## config.mk

```make
export PLATFORM = sky130hd
export DESIGN_NAME = pulse_train_ctrl
export DESIGN_NICKNAME = d
export VERILOG_FILES = /design/src/rtl/pulse_train_ctrl_pkg.sv /design/src/rtl/pulse_train_ctrl_phase_counter.sv /design/src/rtl/pulse_train_ctrl.sv
export SDC_FILE = /design/constraint.sdc
export NUM_CORES = 1
export LEC_CHECK = 0
export ABC_AREA = 1
export CORE_MARGIN = 2
export CORE_UTILIZATION = 52
export DETAILED_ROUTE_END_ITERATION = 6
export GPL_ROUTABILITY_DRIVEN = 0
export HOLD_SLACK_MARGIN = 0.1
export PLACE_DENSITY = 0.74
export REMOVE_ABC_BUFFERS = 1
export SLEW_MARGIN = 20
export SYNTH_ARGS = -nofsm -noshare
export SYNTH_HDL_FRONTEND = slang
export SYNTH_HIERARCHICAL = 1
export SYNTH_SLANG_ARGS = --single-unit
```

## constraint.sdc

```tcl
create_clock -name clk -period 6.2 [get_ports clk]
set_input_delay 0.62 -clock clk [delete_from_list [all_inputs] [get_ports clk]]
set_output_delay 0.62 -clock clk [all_outputs]
set_load 0.02 [all_outputs]
```

## src/rtl/pulse_train_ctrl_pkg.sv

```systemverilog
// Shared pulse-train definitions.
// Holds the FSM state encoding and the default field widths used by
// pulse_train_ctrl and its phase_counter.
package pulse_train_defs;

  localparam int DEFAULT_HALF_W = 16;
  localparam int DEFAULT_NUM_W  = 8;

  typedef enum logic [1:0] {
    IDLE = 2'd0,
    RUN  = 2'd1,
    DONE = 2'd2
  } state_t;

endpackage

```

## src/rtl/pulse_train_ctrl_phase_counter.sv

```systemverilog
// phase_counter: loadable down-counter with a zero flag.
// Ports:
//   clk      - clock, rising edge
//   rst      - asynchronous active-high reset, clears the count
//   load     - load load_val (has priority over en)
//   load_val - value to load
//   en       - decrement by one; ignored when the count is already zero
//   zero     - high while the count equals zero
module phase_counter
  import pulse_train_defs::*;
#(
  parameter int W = DEFAULT_HALF_W
) (
  input  logic         clk,
  input  logic         rst,
  input  logic         load,
  input  logic [W-1:0] load_val,
  input  logic         en,
  output logic         zero
);

  logic [W-1:0] count;

  assign zero = (count == '0);

  // Load wins over decrement; decrement stops at zero so the count never wraps.
  always_ff @(posedge clk or posedge rst) begin
    if (rst) begin
      count <= '0;
    end else if (load) begin
      count <= load_val;
    end else if (en && !zero) begin
      count <= count - W'(1);
    end
  end

endmodule

```

## src/rtl/pulse_train_ctrl.sv

```systemverilog
// pulse_train_ctrl: command-driven pulse train sequencer.
// Accepts (half-period, pulse count) over a valid/ready handshake and drives
// a registered toggle output with busy/done/aborted status.
// Ports:
//   clk, rst           - clock and asynchronous active-high reset
//   cmd_valid/cmd_ready - command handshake; ready only in IDLE
//   cmd_half           - cycles per high and per low phase (0 acts as 1)
//   cmd_num            - number of full pulses (0 completes immediately)
//   abort              - ends a running train on the next edge
//   out                - registered toggle output
//   busy               - high while the train is running
//   done               - one-cycle completion strobe
//   aborted            - qualifies done when the train was aborted
module pulse_train_ctrl
  import pulse_train_defs::*;
#(
  parameter int HALF_W = DEFAULT_HALF_W,
  parameter int NUM_W  = DEFAULT_NUM_W
) (
  input  logic              clk,
  input  logic              rst,
  input  logic              cmd_valid,
  output logic              cmd_ready,
  input  logic [HALF_W-1:0] cmd_half,
  input  logic [NUM_W-1:0]  cmd_num,
  input  logic              abort,
  output logic              out,
  output logic              busy,
  output logic              done,
  output logic              aborted
);

  state_t             state;
  logic [HALF_W-1:0]  half_reg;
  logic [NUM_W-1:0]   remaining;

  logic               accept;
  logic [HALF_W-1:0]  half_eff;
  logic               ph_load;
  logic [HALF_W-1:0]  ph_load_val;
  logic               ph_en;
  logic               ph_zero;

  assign cmd_ready = (state == IDLE);

  // Decide what the phase counter does this cycle. It is loaded with half-1
  // on accept and on every phase change, and counts down otherwise. An abort
  // freezes it, since the train is ending anyway.
  always_comb begin
    accept      = cmd_valid && cmd_ready;
    half_eff    = (cmd_half == '0) ? HALF_W'(1) : cmd_half;
    ph_load     = 1'b0;
    ph_load_val = half_reg - HALF_W'(1);
    ph_en       = 1'b0;
    if (accept && (cmd_num != '0)) begin
      ph_load     = 1'b1;
      ph_load_val = half_eff - HALF_W'(1);
    end else if ((state == RUN) && !abort) begin
      if (!ph_zero) begin
        ph_en = 1'b1;
      end else if (out || (remaining > NUM_W'(1))) begin
        ph_load = 1'b1;
      end
    end
  end

  phase_counter #(
    .W (HALF_W)
  ) u_phase (
    .clk      (clk),
    .rst      (rst),
    .load     (ph_load),
    .load_val (ph_load_val),
    .en       (ph_en),
    .zero     (ph_zero)
  );

  // Main sequencer. When a phase expires: a high phase always falls to low;
  // a low phase either starts the next pulse or, on the last pulse, ends the
  // train. Abort overrides all counting on the same edge.
  always_ff @(posedge clk or posedge rst) begin
    if (rst) begin
      state     <= IDLE;
      out       <= 1'b0;
      busy      <= 1'b0;
      done      <= 1'b0;
      aborted   <= 1'b0;
      half_reg  <= '0;
      remaining <= '0;
    end else begin
      case (state)
        IDLE: begin
          done    <= 1'b0;
          aborted <= 1'b0;
          if (accept) begin
            if (cmd_num != '0) begin
              half_reg  <= half_eff;
              remaining <= cmd_num;
              out       <= 1'b1;
              busy      <= 1'b1;
              state     <= RUN;
            end else begin
              done  <= 1'b1;
              state <= DONE;
            end
          end
        end
        RUN: begin
          if (abort) begin
            out     <= 1'b0;
            busy    <= 1'b0;
            done    <= 1'b1;
            aborted <= 1'b1;
            state   <= DONE;
          end else if (ph_zero) begin
            if (out) begin
              out <= 1'b0;
            end else if (remaining > NUM_W'(1)) begin
              remaining <= remaining - NUM_W'(1);
              out       <= 1'b1;
            end else begin
              busy  <= 1'b0;
              done  <= 1'b1;
              state <= DONE;
            end
          end
        end
        DONE: begin
          done    <= 1'b0;
          aborted <= 1'b0;
          state   <= IDLE;
        end
        default: begin
          out     <= 1'b0;
          busy    <= 1'b0;
          done    <= 1'b0;
          aborted <= 1'b0;
          state   <= IDLE;
        end
      endcase
    end
  end

endmodule

```

# Yosys cells after proc, flatten, opt, wreduce, memory -nomap -nowiden
# Cells that the tools add are included.
[classes]
n_addsub = 4
n_lt_le_gt_ge = 1
eq_ne = 12
mux = 46
bitwise_logic = 1
reduce_logical = 19
[op_table]
columns = ["operator", "count"]
rows = [
  ["16-bit two-way mux", 4],
  ["8-bit two-way mux", 6],
  ["16-bit by 1-bit subtractor with 16-bit output (second input constant)", 3],
  ["16-bit logical NOT", 2],
  ["1-bit two-way mux", 25],
  ["8-bit one-hot mux with 2 select lines", 1],
  ["2-bit two-way mux", 6],
  ["3-bit != test (second input constant)", 3],
  ["8-bit by 1-bit > comparator with 1-bit output (second input constant)", 1],
  ["2-bit != test (second input constant)", 4],
  ["4-bit AND reduction", 2],
  ["8-bit nonzero test", 1],
  ["8-bit by 1-bit subtractor with 8-bit output (second input constant)", 1],
  ["7-bit AND reduction", 1],
  ["2-bit by 1-bit != test with 1-bit output (second input constant)", 3],
  ["1-bit one-hot mux with 3 select lines", 2],
  ["3-bit AND reduction", 2],
  ["6-bit AND reduction", 1],
  ["1-bit logical AND", 4],
  ["2-bit one-hot mux with 2 select lines", 1],
  ["2-bit nonzero test", 2],
  ["2-bit by 1-bit equality test with 1-bit output (second input constant)", 1],
  ["2-bit equality test (second input constant)", 1],
  ["1-bit logical NOT", 2],
  ["4 further kinds", 4],
]
[word_totals]
register_bits = 46
input_bits = 28
out_inout_bits = 5
wordCells = 91

# Depth between registers and ports, before layout
[logic_depth]
word_depth = 7
mapped_depth = 20
ltp_nobuf = 19

# Modules after synthesis
# The synthesis kept the hierarchy.
[modules_own_cells]
columns = ["module", "n_inst", "cells_each", "area_each_um2", "seq_area_each_um2"]
rows = [
  ["pulse_train_ctrl", 1, 285, 2084.5, 750.7],
  ["phase_counter", 1, 175, 1131.1, 400.4],
]

# Worst setup path before layout
# OpenSTA, ideal clock, no wires.
[synth_path]
path_kind = "input to register"
startpoint = "input port cmd_num[4]"
endpoint = "register u_phase.count[12]"
setup_ns = 0.120
t_arrival_ns = 2.432
t_required_ns = 6.080
path_slack_ns = 3.648
cell_stages = 19
n_path_buf = 1
cell_sequence = "nor2_1 nand2_1 nor2_1 nor2_2 buf_6 nor2_4 inv_2 nand2_4 ha_1 inv_1 nor2_1 nand2_2 inv_1 nand2_1 nand2_1 nand2_1 or2_2 o21ai_0 nor2_1"
[synth_between]
elab_cells_between_ends = 8
cone_classes = "mux (4); reduce/logical (4)"
[synth_rtl]
columns = ["element", "line_no", "rtl"]
rows = [
  ["start: declaration", "pulse_train_ctrl.sv:25", "input logic [NUM_W-1:0] cmd_num,"],
  ["8-bit nonzero test", "pulse_train_ctrl.sv:55", "if (accept && (cmd_num != '0)) begin"],
  ["1-bit logical AND", "pulse_train_ctrl.sv:55", ""],
  ["16-bit two-way mux", "pulse_train_ctrl.sv:55", ""],
  ["via ph_load_val[12]", "pulse_train_ctrl.sv:40", "logic [HALF_W-1:0] ph_load_val;"],
  ["16-bit two-way mux", "pulse_train_ctrl_phase_counter.sv:30", "end else if (load) begin"],
  ["end signal: assignment", "pulse_train_ctrl_phase_counter.sv:31", "count <= load_val;"],
  ["end signal: assignment", "pulse_train_ctrl_phase_counter.sv:33", "count <= count - W'(1);"],
  ["end: declaration", "pulse_train_ctrl_phase_counter.sv:22", "logic [W-1:0] count;"],
]
# The timed path passes the listed nets, and every way through them passes these cells.
# A chain may end at the register's enable or synchronous reset.

# Worst setup path after layout
[layout_path]
startpoint = "register u_phase.count[0]"
endpoint = "register u_phase.count[2]"
[layout_between]
elab_cells_between_ends = 13
cone_classes = "add/sub (1); mux (8); reduce/logical (4)"
[layout_rtl]
columns = ["element", "line_no", "rtl"]
rows = [
  ["16-bit logical NOT (*)", "pulse_train_ctrl_phase_counter.sv:24", "assign zero = (count == '0);"],
  ["via ph_zero", "pulse_train_ctrl.sv:42", "logic ph_zero;"],
  ["1-bit two-way mux (*)", "pulse_train_ctrl.sv:59", "if (!ph_zero) begin"],
  ["1-bit two-way mux (*)", "pulse_train_ctrl.sv:58", "end else if ((state == RUN) && !abort) begin"],
  ["1-bit two-way mux (*)", "pulse_train_ctrl.sv:55", ""],
  ["via ph_load", "pulse_train_ctrl.sv:39", "logic ph_load;"],
  ["16-bit two-way mux / 2-bit nonzero test (equally long branches)", "--", ""],
]
# Mark *: on every way through the listed nets, which the timed path passes. The rest lies on a longest branch. The select of a mux whose other input is x is not followed.

==> summary.md <==
| Metric | Value |
|---|---|
| Area delta synth->final | 14.51% |
| Initial antenna violation count | 0 |
| CTS hold repair buffers | 0 |
| Setup skew after layout | 0.01690 ns |
| Placeable core region | 0.005956 mm^2 |
| Number of flip-flops and latches in the synthesized netlist | 46 |
| Most repeated cell in the gate-level netlist after synthesis | sky130_fd_sc_hd__nand2_1 |
| Mapped Cells | 460 |
| DR pass1 iterations | 4 |
| Final global-route overflow total | 0 |
| Number of global-route vias before repair | 2682 |
| Synthesis Warnings | 6 |
| HPWL after detailed placement | 5481 um |
| Total CTS buffers | 5 |
| Most instantiated cells after synthesis | sky130_fd_sc_hd__nand2_1, sky130_fd_sc_hd__nor2_1, sky130_fd_sc_hd__dfrtp_1, sky130_fd_sc_hd__inv_1, sky130_fd_sc_hd__nand3_1 |
| Measured slew at the worst slew-check pin | 0.8461 ns |
| Setup-violating endpoint count in the final report | 0 |
| Clock Tree Root | sky130_fd_sc_hd__clkbuf_8 |
| Mean cell area of the mapped netlist | 6.990 um^2 |
| Post-detailed-route count of antenna-violating nets | 0 |
| Max-cap viol count | 0 |
| Longest Clk Path Bufs | 2 |
| Setup repair after global routing missed its margin | false |
| GRT Util Overall | 0.2336 |
| Leading post-synthesis cells by cell area | sky130_fd_sc_hd__dfrtp_1, sky130_fd_sc_hd__nand2_1, sky130_fd_sc_hd__nor2_1 |
| Arithmetic-cell share of the synthesized area counting full adders, half adders and majority gates | 0.01556 |
| Width of the die | 82.64 um |
| Pin count of the biggest net entering global routing | 31 |
| # diodes | 0 |
| Kind of critical path | reg2reg |
| Maximum operating frequency | 297.7 MHz |
| Fraction of final layout cells sized beyond drive strength 1 | 0.1377 |
| Normalized max-slew margin | 0.4308 |
| Cell area after synthesis | 0.003216 mm^2 |
| Post-CTS clock slew at the launch and capture registers of the worst setup and hold paths | 0.10 ns |
| Port buffer count | 32 |
| Most common flop cell mapped by yosys | sky130_fd_sc_hd__dfrtp_1 |
| Number of clock sinks seen by CTS | 46 |
| CP Data Arrival Time | 3.54 ns |
| Number of non-filler instances in the completed layout | 569 |
| Complex-gate fraction of the synthesized area | 0.06070 |
| Multiplexer fraction of the synthesized cell area | 0 |
| Vias after detailed routing | 2894 |
| XOR/XNOR share of the synthesized area | 0.04358 |
| Top-area cell type share of the netlist area | 0.3580 |
| Run status | finished, final reports clean |
| Main combinational cell family by area after synthesis | simple AND/OR/NAND/NOR gates |
| Pre-CTS setup slack | 2.737 ns |
| Slowest cell on the critical path | sky130_fd_sc_hd__nor4_1 |
| Cell total after placement | 561 |
| Number of remaining DRC errors | 0 |
| Total leakage power | 1.789 nW |
| Maximum net fanout on the critical path | 18 |
| Share of synthesized registers carrying an async set or reset | 1.000 |
| Biggest area consumer among synthesized cells | sky130_fd_sc_hd__dfrtp_1 |
| Largest stage delay on the critical path | 0.66 ns |
| Count of cell types in the netlist | 32 |
| Pwr Density | 467.9 mW/mm^2 |
| Tot Pwr | 1.723 mW |
| Post-synthesis simple-gate area fraction | 0.4486 |
| Critical path, cell by cell | inv_1 > ha_1 > nand2_2 > nor2_1 > nand3b_1 > nor4_1 > nand2_1 > nand2_1 > inv_1 > nand2_4 > inv_2 > nand2_1 > nand3_1 |
| Total setup buffers inserted after CTS | 0 |
| Per-cell via count in the routed design | 5.086 |
| Fraction of the yosys area taken by sequential cells | 0.3580 |
| Critical Path End Type | flip-flop |
| Final Net Count | 525 |
| Count of boundary I/O pins | 33 |
| First DRT Iteration DRCs | 164 |
| Setup crit start kind | flip-flop |
| Chip Height | 82.64 um |
| CTS tree | done |
| Setup WS post-layout | 2.841 ns |
| Final critical delay including setup and external delays | 3.359 ns |
| Initial core utilization | 0.5399 |
| Die area | 0.006829 mm^2 |
| Routed length per placed instance | 12.60 um |
| Worst skew pair latency | 0.30 ns |
| Total detailed-routing wirelength | 7168 um |
| Peak supply drop | 0.2164 mV |
| Final-layout worst hold slack | 0.5024 ns |
| Min-Delay Path Class | reg2reg |
| Number of resized instances in the post-cts repair step | 0 |
| Data required time at the worst endpoint | 6.38 ns |
| Critical path's most frequent cell | sky130_fd_sc_hd__nand2_1 |
| Hold Fails Final Rpt | 0 |
| H-Tree Depth | 2 |
| Number of flops mapped to enable cells by yosys | 0 |
| Max Slew Vio Count | 0 |
| First-pass GRT wire length | 12300 um |
| Rows | 28 |
| Fin Setup TNS | 0 ns |
| Final period util | 0.5418 |
==> final timing paths <==
kind	startpoint	to	slack (ns)	cells after the start
max	u_phase/count[0]	u_phase/count[2]	2.84	13
max in group asynchronous	rst	u_phase/count[4]	5.04	2
min	remaining[6]	remaining[6]	0.50	2
min reg2reg	remaining[6]	remaining[6]	0.50	2
min in group asynchronous	rst	remaining[4]	0.72	3
max reg2reg	u_phase/count[0]	u_phase/count[2]	2.84	13
==> placed cells by master (no fill, tap or decap), types with 2 or more instances in the layout <==
cell and instances:
sky130_fd_sc_hd__nand2_2 16, sky130_fd_sc_hd__dfrtp_1 46, sky130_fd_sc_hd__inv_6 3, sky130_fd_sc_hd__xnor2_1 6, sky130_fd_sc_hd__clkbuf_8 5, sky130_fd_sc_hd__nor3_1 6, sky130_fd_sc_hd__inv_1 43, sky130_fd_sc_hd__nand2_1 143
sky130_fd_sc_hd__nand3_1 36, sky130_fd_sc_hd__nor2_1 60, sky130_fd_sc_hd__ha_1 4, sky130_fd_sc_hd__or2_2 5, sky130_fd_sc_hd__nand2_4 11, sky130_fd_sc_hd__clkdlybuf4s50_1 32, sky130_fd_sc_hd__nor2_4 7, sky130_fd_sc_hd__inv_2 3
sky130_fd_sc_hd__nand3b_1 4, sky130_fd_sc_hd__a22oi_1 2, sky130_fd_sc_hd__xor2_1 10, sky130_fd_sc_hd__a21oi_1 8, sky130_fd_sc_hd__o21ai_0 19, sky130_fd_sc_hd__nor2_2 14
==> final cells by class <==
class	count	area, um^2
inverter	48	186.4
multi-input combinational	359	1828
sequential	46	1151
timing repair buffer	33	327.8
clock buffer	5	68.82
tap	75	93.84
clock inverter	3	26.28
fill	557	2273
==> routing by layer <==
metal  track usage  vias to the layer above  wire length (um)
li1              -                     1498                 -
met1        0.3265                     1305              3497
met2        0.3710                       83              3151
met3       0.04565                        8               414
met4       0.06066                        0               104
met5             0                        -                 0
==> critical path: cells and delay by family, from the launching register on <==
family	cells	cell delay, ns
simple gates	9	2.11
buf+inv	3	0.52
fa+ha+maj	1	0.21
flops	1	0.41
==> cells by family after synthesis <==
logic type / Yosys count
AND/OR/NAND/NOR: 305
AO/OA/AOI/OAI: 34
flip-flops: 46
XOR/XNOR: 16
adder cells (fa/ha/maj): 4
buffers and inverters: 55
==> power breakdown <==
part           switching (mW)  internal [mW]  total (mW)
logic                   0.627          0.347       0.973
clock network           0.115         0.0840       0.199
registers               0.112          0.439       0.551
total                   0.854          0.869        1.72
==> per-stage QoR <==
stage | area, um^2 | util
after floorplan | 3166 | -
after global placement | 3587 | 0.6023
after detailed placement | 3587 | 0.6023
after CTS | 3682 | 0.6183
after global routing | 3682 | 0.6183
final | 3682 | 0.6183
(Power assumes the default switching activity.)
